--- src/rtl/surf_trig_rx_decoder.sv ---
// SURF trigger-word receiver: format check, address/meta decode, event FIFO and counters.
// Optional address-spacing check enabled by defining SURF_TRIG_RX_SPACING_CHECK_EN.
module surf_trig_rx_decoder #(
    parameter int unsigned MIN_SPACING = 8,
    parameter int unsigned FIFO_DEPTH  = 2
) (
    input  logic        ifclk,
    input  logic        ifclk_rstn_i,
    input  logic [31:0] trig_tdata,
    input  logic        trig_tvalid,
    output logic        trig_tready,
    output logic [11:0] evt_addr_o,
    output logic [7:0]  evt_meta_o,
    output logic        evt_valid_o,
    input  logic        evt_ready_i,
    input  logic        clear_i,
    output logic [15:0] trig_count_o,
    output logic [7:0]  fmt_err_count_o,
    output logic        fmt_err_o,
    output logic        spacing_err_o
);
    localparam int unsigned AW = $clog2(FIFO_DEPTH);
    localparam int unsigned CW = AW + 1;

    logic          r_alive;
    logic [AW-1:0] r_wptr;
    logic [AW-1:0] r_rptr;
    logic [CW-1:0] r_count;
    logic [19:0]   r_mem [FIFO_DEPTH];
    logic [15:0]   r_trig_count;
    logic [7:0]    r_fmt_cnt;
    logic          r_fmt_err;
    logic          r_spc_err;
    logic          r_trk_valid;
    logic [11:0]   r_last_addr;

    logic          w_xfer;
    logic          w_good;
    logic          w_push;
    logic          w_bad;
    logic          w_pop;
    logic          w_spc_viol;
    logic [11:0]   w_addr;

    // Ready depends only on registered state; r_alive holds it low until the first clock after reset.
    assign trig_tready = r_alive && (r_count != CW'(FIFO_DEPTH));
    assign w_xfer      = trig_tvalid && trig_tready;
    assign w_good      = (trig_tdata[31:30] == 2'b10) && (trig_tdata[17:16] == 2'b00)
                         && (trig_tdata[15:8] == 8'h00);
    assign w_push      = w_xfer && w_good;
    assign w_bad       = w_xfer && !w_good;
    assign w_addr      = trig_tdata[29:18];

    assign evt_valid_o = (r_count != '0);
    assign w_pop       = evt_valid_o && evt_ready_i;
    assign {evt_addr_o, evt_meta_o} = r_mem[r_rptr];

    assign trig_count_o    = r_trig_count;
    assign fmt_err_count_o = r_fmt_cnt;
    assign fmt_err_o       = r_fmt_err;
    assign spacing_err_o   = r_spc_err;

`ifdef SURF_TRIG_RX_SPACING_CHECK_EN
    logic [11:0] w_diff;
    assign w_diff     = w_addr - r_last_addr;
    assign w_spc_viol = r_trk_valid && (32'(w_diff) < MIN_SPACING);
`else
    assign w_spc_viol = 1'b0;
`endif

    always_ff @(posedge ifclk or negedge ifclk_rstn_i) begin
        if (!ifclk_rstn_i) begin
            r_alive <= 1'b0;
            r_wptr  <= '0;
            r_rptr  <= '0;
            r_count <= '0;
            for (int i = 0; i < int'(FIFO_DEPTH); i++) begin
                r_mem[i] <= '0;
            end
        end else begin
            r_alive <= 1'b1;
            if (w_push) begin
                r_mem[r_wptr] <= {w_addr, trig_tdata[7:0]};
                r_wptr        <= r_wptr + 1'b1;
            end
            if (w_pop) begin
                r_rptr <= r_rptr + 1'b1;
            end
            r_count <= r_count + CW'(w_push) - CW'(w_pop);
        end
    end

    // clear_i wins over any count/flag/tracker update in the same cycle.
    always_ff @(posedge ifclk or negedge ifclk_rstn_i) begin
        if (!ifclk_rstn_i) begin
            r_trig_count <= '0;
            r_fmt_cnt    <= '0;
            r_fmt_err    <= 1'b0;
            r_spc_err    <= 1'b0;
            r_trk_valid  <= 1'b0;
            r_last_addr  <= '0;
        end else if (clear_i) begin
            r_trig_count <= '0;
            r_fmt_cnt    <= '0;
            r_fmt_err    <= 1'b0;
            r_spc_err    <= 1'b0;
            r_trk_valid  <= 1'b0;
        end else begin
            if (w_push) begin
                r_trig_count <= r_trig_count + 16'd1;
                r_last_addr  <= w_addr;
                r_trk_valid  <= 1'b1;
                if (w_spc_viol) begin
                    r_spc_err <= 1'b1;
                end
            end
            if (w_bad) begin
                r_fmt_err <= 1'b1;
                if (r_fmt_cnt != 8'hFF) begin
                    r_fmt_cnt <= r_fmt_cnt + 8'd1;
                end
            end
        end
    end

endmodule

--- config.mk ---
export PLATFORM = sky130hd
export DESIGN_NAME = surf_trig_rx_decoder
export DESIGN_NICKNAME = d
export VERILOG_FILES = /design/src/rtl/surf_trig_rx_decoder.sv
export SDC_FILE = /design/constraint.sdc
export NUM_CORES = 1
export LEC_CHECK = 0
export ABC_CLOCK_PERIOD_IN_PS = 3550
export BUFFER_PORTS_ARGS = -buffer_cell sky130_fd_sc_hd__buf_2
export CORE_UTILIZATION = 57
export CTS_CLUSTER_SIZE = 40
export DETAILED_ROUTE_END_ITERATION = 8
export PLACE_DENSITY = 0.84
export SYNTH_ARGS = -nofsm -noshare
export SYNTH_HDL_FRONTEND = slang
export SYNTH_SLANG_ARGS = --single-unit
--- constraint.sdc ---
create_clock -name ifclk -period 3.55 [get_ports ifclk]
set_clock_uncertainty 0.05 [all_clocks]
set_input_delay 0.1775 -clock ifclk [delete_from_list [all_inputs] [get_ports ifclk]]
set_output_delay 0.1775 -clock ifclk [all_outputs]
set_load 0.1 [all_outputs]
; ---- Word level (Yosys, flattened, before mapping)
; Index checks and enable logic that the tools add are counted.
[totals]
reg_bits = 70
in_bits = 37
out_inout_bits = 48
[op_classes]
add_sub_neg = 6
n_lt_le_gt_ge = 3
eq_ne = 3
n_mux = 13
bitwise_logic = 2
reduce_logical = 16
[ops]
columns = op, n
row1 = two-way mux 20 bit, 4
row2 = bitwise mux 40 bit, 1
row3 = two-way mux 16 bit, 2
row4 = two-way mux 8 bit, 3
row5 = demux 20 bit (select 1 bit), 1
row6 = adder 16 x 1 -> 16 bit (second input constant), 1
row7 = adder 8 x 1 -> 8 bit (second input constant), 1
row8 = logical AND 1 bit, 8
row9 = logical NOT 8 bit, 1
row10 = inequality test 8 bit (second input constant), 1
row11 = nonzero test 2 bit, 4
row12 = >= comparator 2 bit (second input constant), 2
row13 = NOT 1 -> 2 bit, 2
row14 = adder 1 bit (second input constant), 2
row15 = adder 2 x 1 -> 2 bit, 1
row16 = equality test 2 bit (second input constant), 1
row17 = logical NOT 2 bit, 1
row18 = less-than comparator 2 x 1 -> 1 bit (second input constant), 1
row19 = two-way mux 1 bit, 2
row20 = inequality test 2 bit (second input constant), 1
row21 = AND reduction 2 bit, 1
row22 = subtractor 2 x 1 -> 2 bit, 1
row23 = logical NOT 1 bit, 1

; ---- Longest topological paths before layout
; Gate-level depths: netlist of the first run.
[depth]
word_depth = 7
ltp_mapped = 9
depth_no_buf = 8

; ---- Least setup slack after synthesis of the first run
; Ideal clock, no wire load.
[synth_path]
path_kind = register to output
startpoint = reg r_count[0]
endpoint = out trig_tready
arrival_ns = 2.609
t_required_ns = 3.322
slack_ns = 0.714
path_stages_with_launch = 3
cell_sequence = dfrtp_1 -> inv_1 -> a21boi_0
[synth_via]
elab_chain_cells = 2
[synth_lines]
columns = element, line_no
row1 = "start, declared", 28  ; logic [CW-1:0] r_count;
row2 = "start signal, assigned", 89  ; r_count <= r_count + CW'(w_push) - CW'(w_pop);
row3 = inequality test 2 bit, 46  ; assign trig_tready = r_alive && (r_count != CW'(FIFO_DEPTH));
row4 = logical AND 1 bit, 46
row5 = "end, declared", 11  ; output logic trig_tready,
; Every way passes these cells.

; ---- Final worst setup path of the first run
[layout_path]
startpoint = reg r_rptr
endpoint = out evt_meta_o[0]
[layout_via]
elab_chain_cells = 4
[layout_lines]
columns = element, line_no
row1 = "start, declared", 27  ; logic [AW-1:0] r_rptr;
row2 = "start signal, assigned", 87  ; r_rptr <= r_rptr + 1'b1;
row3 = NOT 1 -> 2 bit (not written as such), 56  ; assign {evt_addr_o, evt_meta_o} = r_mem[r_rptr];
row4 = two-way mux 20 bit (not written as such) (3 in series), 56
row5 = "end, declared", 13  ; output logic [7:0] evt_meta_o,
; Every way passes these cells. The select of a mux whose other input is x is not followed.

==> impl_metrics.toml, run 1 <==
[sta]
timing.final.crit_period_ns = 2.27
fin_setup_tns_ns = 0
max_freq_mhz = 440
timing_hold_violations_final = 0
period_share = 0.641
setup_ws_ns = 1.28
rsz0062_at_grt = "false"
setup-violations-final = 0
report.final.slew_viol_count = 0
worstMarginPinSlew_ns = 0.949
relSlewSlack = 0.367

[synthesis]
ys_async_sr_fraction = 1.00
synth_xor_area_frac = 0.0101
synth_seq_cells = 70
synth_top_area_cell = "dfrtp_1"
synth_mux_area_frac = 0.229
synth_top_family_by_area = "multiplexers"
synth-simple-area-share = 0.154
yosysSeqAreaShare = 0.503
synthFlopType = "dfrtp_1"
synth_compound_area_frac = 0.0553
syn_area_um2 = 3490
syn_inst = 291
synth-adder-area-share = 0.0144
synthTopCellsByArea = "dfrtp_1, mux2_2, o31ai_1"
syn_area_per_cell_um2 = 12.0
synth_cell_types = 37
synth_nets = 332
yosysTopAreaCellShare = 0.503
yosysWarningCount = 0
synth_edf_count = 0

[cts]
htree_num_levels = 3
cts_num_sinks = 70
cts_buffers = 9
cts_resized = 0
post_cts_buffers = 0
clockBufferDepth = 2
cts_root_buffer = "clkbuf_8"
cts.clk_slew.worst_paths_ns = 0.08
postCtsHoldBufs = 2
cts_tree = "built"
clk_latency_ns = 0.34

[placement]
place_congestion = 0.744
pre_cts_ws_ns = 1.32
post-dp-hpwl_um = 4790
io_buffers = 83
placedCellCount = 433

[route]
vias = 2598
wire_per_inst_um = 15.6
firstDrtPassIters = 6
first_iter_violations = 144
viasPerCell = 5.76
ant_nets = 0
wl_um = 7030
route.detailed.drc = 0

[setup_path]
timing.critical_path.arrival_ns = 2.05
cp_max_fo = 21
critical_path_class = "flip-flop to output pin"
cp-end-kind = "output pin"
start_kind = "flip-flop"
cp.required_ns = 3.32

[final_layout]
drive_above_1_share = 0.471
layout_common_cells = "buf_2, dfrtp_1, mux2_2"
fillCellCount = 417
antenna_cells = 0
final_util = 0.705
stdcell_count = 451
syn2layout_area_growth_pct = 19.8
nets = 412
layout_commonest_cell = "buf_2"

[grt]
grt_max_degree = 38
grt_use_total = 0.234
antenna_found_initial = 0
grt_pass1_vias = 2559
grt_first_pass_wirelength_um = 11400
grt_overflow_total = 0

[pwr]
p_per_area_nw_per_um2 = 458
power_mw = 1.91
ir_worst_vdd_v = 0.000406
p_leak_nw = 2.13

[floorplan]
die_y_um = 80.2
ioPinCount = 85
core_um2 = 5920
initial_core_util = 0.589
row_count = 28
die_area_um2 = 6430
die_x_um = 80.2

[run]
max_cap_viol_count = 0

[min_path]
hp-class = "input pin to flip-flop"

[status]
status = "complete, no violations"
flip-flops by register name (all words and copies together) (netlist names):
name / cells
r_rptr: 1
r_alive: 1
fmt_err_count_o: 8
r_count: 2
trig_count_o: 16
fmt_err_o: 1
r_wptr: 1
r_mem: 40
stage by stage:
stage | area (µm²) | hold slack (ns)
2_1_floorplan | 3490 | -0.168
5_1_grt | 4180 | 0.0261
6_report | 4180 | 0.0261
3_5_place_dp | 3930 | 0.236
3_3_place_gp | 3930 | 0.232
4_1_cts | 4180 | 0.0148
metal layers:
layer	global-route usage	vias up	part of all wire
met1	0.285	1300	0.43
met2	0.403	60	0.52
met3	0.0420	12	0.034
met5	0	-	0
li1	-	1226	-
met4	0.111	0	0.018
area by class of cell:
cell class / instances / area (µm²) / share of cell area
Multi-Input combinational cell: 197 / 1630 / 0.390
Clock inverter: 6 / 93.8 / 0.0225
Inverter: 4 / 15.0 / 0.00360
Clock buffer: 10 / 128 / 0.0306
Timing Repair Buffer: 89 / 465 / 0.111
Sequential cell: 70 / 1750 / 0.420
Tap cell: 75 / 93.8 / 0.0225
cells in the mapped netlist, types with 5 or more instances:
master / number
nand2_1: 8
clkbuf_1: 9
o31ai_1: 11
dfrtp_1: 70
or4_1: 11
nand3_1: 14
buf_2: 8
and3_1: 5
mux2_2: 69
nor4_1: 7
a21oi_1: 15
nor2b_1: 11
nor2_1: 12
nand4_1: 5
kinds of logic after synthesis:
kind of cell,count (synthesis)
AO/OA/AOI/OAI,31
XOR/XNOR,4
adder cells (fa/ha/maj),4
buffers and inverters,24
flip-flops,70
multiplexers,71
other,2
AND/OR/NAND/NOR,85
worst max-delay path: stages (launching register included):
cell and delay, ns:
dfrtp_1 0.96, mux2_2 0.30, buf_2 0.42
path summary, 6_finish.rpt:
path	from	to	slack (ns)	cells after the start
max in group asynchronous	ifclk_rstn_i	r_mem[11]	2.11	3
min	trig_tdata[5]	r_mem[25]	0.03	2
max reg2reg	r_count[1]	fmt_err_count_o[3]	1.50	5
min in group asynchronous	ifclk_rstn_i	r_mem[4]	0.38	2
max	r_rptr	evt_meta_o[0]	1.28	2
min reg2reg	r_mem[14]	r_mem[14]	0.45	1
where the power goes:
group	switching [mW]	total (mW)	internal, mW
clock network	0.314	0.716	0.402
registers	0.0698	0.890	0.820
logic	0.204	0.306	0.102
No activity file was read; power rests on OpenSTA's default activity.
==> run 2: changes to the inputs <==
Settings changed: ABC_AREA set to 1, ABC_CLOCK_PERIOD_IN_PS 3550 to 2000, CORE_UTILIZATION 57 to 49, PLACE_DENSITY 0.84 to 0.77.
Clock period 3.55 ns to 2 ns, I/O delays scaled along.
==> run 2 against run 1 <==
  * Clock power increased by 54%
  * Combinational power increased to 11 times the previous value
  * Sequential power increased by 70%
  * Die area increased by 22%
  * Global-route usage decreased by 0.35 points
  * First-iteration DRC count increased by 5.6%
  * Cell count increased by 51%
  * Critical endpoint is now r_count[1]
==> impl_metrics.toml, run 2 <==
[sta]
period_share = 0.887
setup_ws_ns = 0.226
report.final.slew_viol_count = 0
fin_setup_tns_ns = 0
timing.hold.ws_ns = 0.0216
timing_hold_violations_final = 0
timing.final.crit_period_ns = 1.77
max_freq_mhz = 564
setup-violations-final = 0
rsz0062_at_grt = "false"

[synthesis]
yosysMostFrequentCell = "nand2_1"
yosysWarningCount = 0
syn_area_um2 = 3670
synthTopCellsByArea = "dfrtp_1, nand2_1, o21ai_0"
synth_edf_count = 0
synth_seq_cells = 70
yosysTopAreaCellShare = 0.477
synth_nets = 517
synth_top_area_cell = "dfrtp_1"
yosysSeqAreaShare = 0.477
synth_cell_types = 34
ys_top_cells_by_count = "nand2_1, dfrtp_1, inv_1, o21ai_0, nand3_1"
synthFlopType = "dfrtp_1"
syn_area_per_cell_um2 = 7.72
ys_async_sr_fraction = 1.00
syn_inst = 476

[route]
route.detailed.drc = 0
wire_per_inst_um = 12.2
firstDrtPassIters = 5
viasPerCell = 4.96
ant_nets = 0
first_iter_violations = 152
wl_um = 8300
vias = 3380

[status]
status = "complete, no violations"

[pwr]
power_mw = 6.02
sw_frac_of_total = 0.491
comb_power_share = 0.567
ir_worst_vdd_v = 0.000691
p_switching_mw = 2.96
p_per_area_nw_per_um2 = 1240
power_frac_clock = 0.183
p_leak_nw = 2.54
internal-power_mw = 3.06
p_seq_frac = 0.251

[setup_path]
crit_slowest_cell = "dfrtp_1"
timing.critical_path.arrival_ns = 1.98
cp-end-kind = "flip-flop"
cp_max_fo = 3
worstPathCellList = "or2_4 > nand2_1 > inv_1 > ha_1 > inv_1 > ha_1 > xnor2_1 > xor2_1"
critical_path_class = "flip-flop to flip-flop"
cp.required_ns = 2.21
critical-path-max-stage-delay_ns = 0.41
start_kind = "flip-flop"

[grt]
grt_use_total = 0.231
grt_overflow_total = 0
antenna_found_initial = 0
grt_first_pass_wirelength_um = 14200
grt_max_degree = 71
grt_pass1_vias = 3218

[cts]
clockBufferDepth = 2
cts_num_sinks = 70
cts_buffers = 9
htree_num_levels = 3
clk_latency_ns = 0.34
cts_root_buffer = "clkbuf_8"
cts_tree = "built"
cts.clk_slew.worst_paths_ns = 0.07

[final_layout]
largest_register_ffs = 40
drive_above_1_share = 0.222
stdcell_count = 681
regMostFlops = "r_mem"
nets = 619
final_util = 0.669
layout_commonest_cell = "nand2_1"
antenna_cells = 0
layout_common_cells = "nand2_1, dfrtp_1, buf_2"
syn2layout_area_growth_pct = 32.1
final_area_um2 = 4850

[floorplan]
core_um2 = 7250
ioPinCount = 85
die_area_um2 = 7850
initial_core_util = 0.506
die_y_um = 88.6
die_x_um = 88.6
row_count = 31

[placement]
pre_cts_ws_ns = 0.245
post-dp-hpwl_um = 5730
place_area_um2 = 4460
placedCellCount = 645
io_buffers = 83
place_congestion = 0.889

[run]
max_cap_viol_count = 0

[min_path]
hp-class = "input pin to flip-flop"
==> run 2: cell types whose count changed after synthesis, sizes merged, moves of 11 or more <==
cell | before | now
nand2 | 8 | 173
mux2 | 71 | 0
o21ai | 2 | 43
inv | 4 | 44
nand3 | 15 | 40
nor2 | 12 | 36
a21oi | 15 | 3
nand4 | 5 | 16
nor2b | 11 | 0
o31ai | 11 | 0
or4 | 11 | 0
==> run 2: cell type report <==
cell class / count / area (µm²)
fillers: 616 / 2400
flip-flops and latches: 70 / 1760
multi-input cells: 342 / 1630
repair buffers: 111 / 991
inverters: 44 / 165
clock buffers: 9 / 124
well taps: 99 / 124
clock inverters: 6 / 63.8
==> run 2: path summary, 6_finish.rpt <==
check | start | end | slack, ns | depth (start not counted)
worst max-delay path | r_count[0] | r_count[1] | 0.23 | 8
worst min-delay path | evt_ready_i | r_rptr | 0.02 | 3
worst max register to register | r_count[0] | r_count[1] | 0.23 | 8
worst min register to register | r_mem[39] | r_mem[39] | 0.43 | 2
max in group asynchronous | ifclk_rstn_i | trig_count_o[1] | 1.33 | 3
min in group asynchronous | ifclk_rstn_i | r_mem[7] | 0.26 | 3
==> run 2: worst max-delay path, delay by kind of cell, from the launching register on <==
family | cells | cell delay, ns
adders and majority gates | 2 | 0.44
DFF | 1 | 0.41
xor gates and xnor gates | 2 | 0.36
and+or+nand+nor | 2 | 0.33
buffers and inverters | 2 | 0.09
==> run 2: layer usage <==
layer	wire length, µm	up-vias	share of wire	GRT usage
li1	-	1709	-	-
met1	3760	1566	0.45	0.301
met2	4040	92	0.49	0.392
met3	387	13	0.047	0.0373
met4	112	0	0.014	0.0806
met5	0	-	0	0
==> run 2: cell families (layout without fill, tap and decap cells) <==
kind of cell / Yosys count / in the layout / share of synthesized area
compound gates: 51 / 51 / 0.0739
xor+xnor: 8 / 8 / 0.0191
fa+ha+maj: 4 / 4 / 0.0136
buf+inv: 64 / 170 / 0.0804
flops: 70 / 70 / 0.477
other cells: 2 / 2 / 0.00204
simple gates: 277 / 277 / 0.334
==> run 2: timing repair <==
item / 4_1_cts / 5_1_grt
hold buffers: 21 / 0
resized for setup: 0 / 0
buffers inserted: 0 / 0
hold endpoints to repair: 110 / 0
==> run 2: power groups by stage <==
stage	clock network [mW]	registers [mW]	logic (mW)
floorplan	0	1.65	2.11
global placement	0	1.53	3.37
finish	1.10	1.51	3.41
detailed placement	0	1.54	3.40
CTS	1.13	1.51	3.43
global route	1.18	1.52	3.54
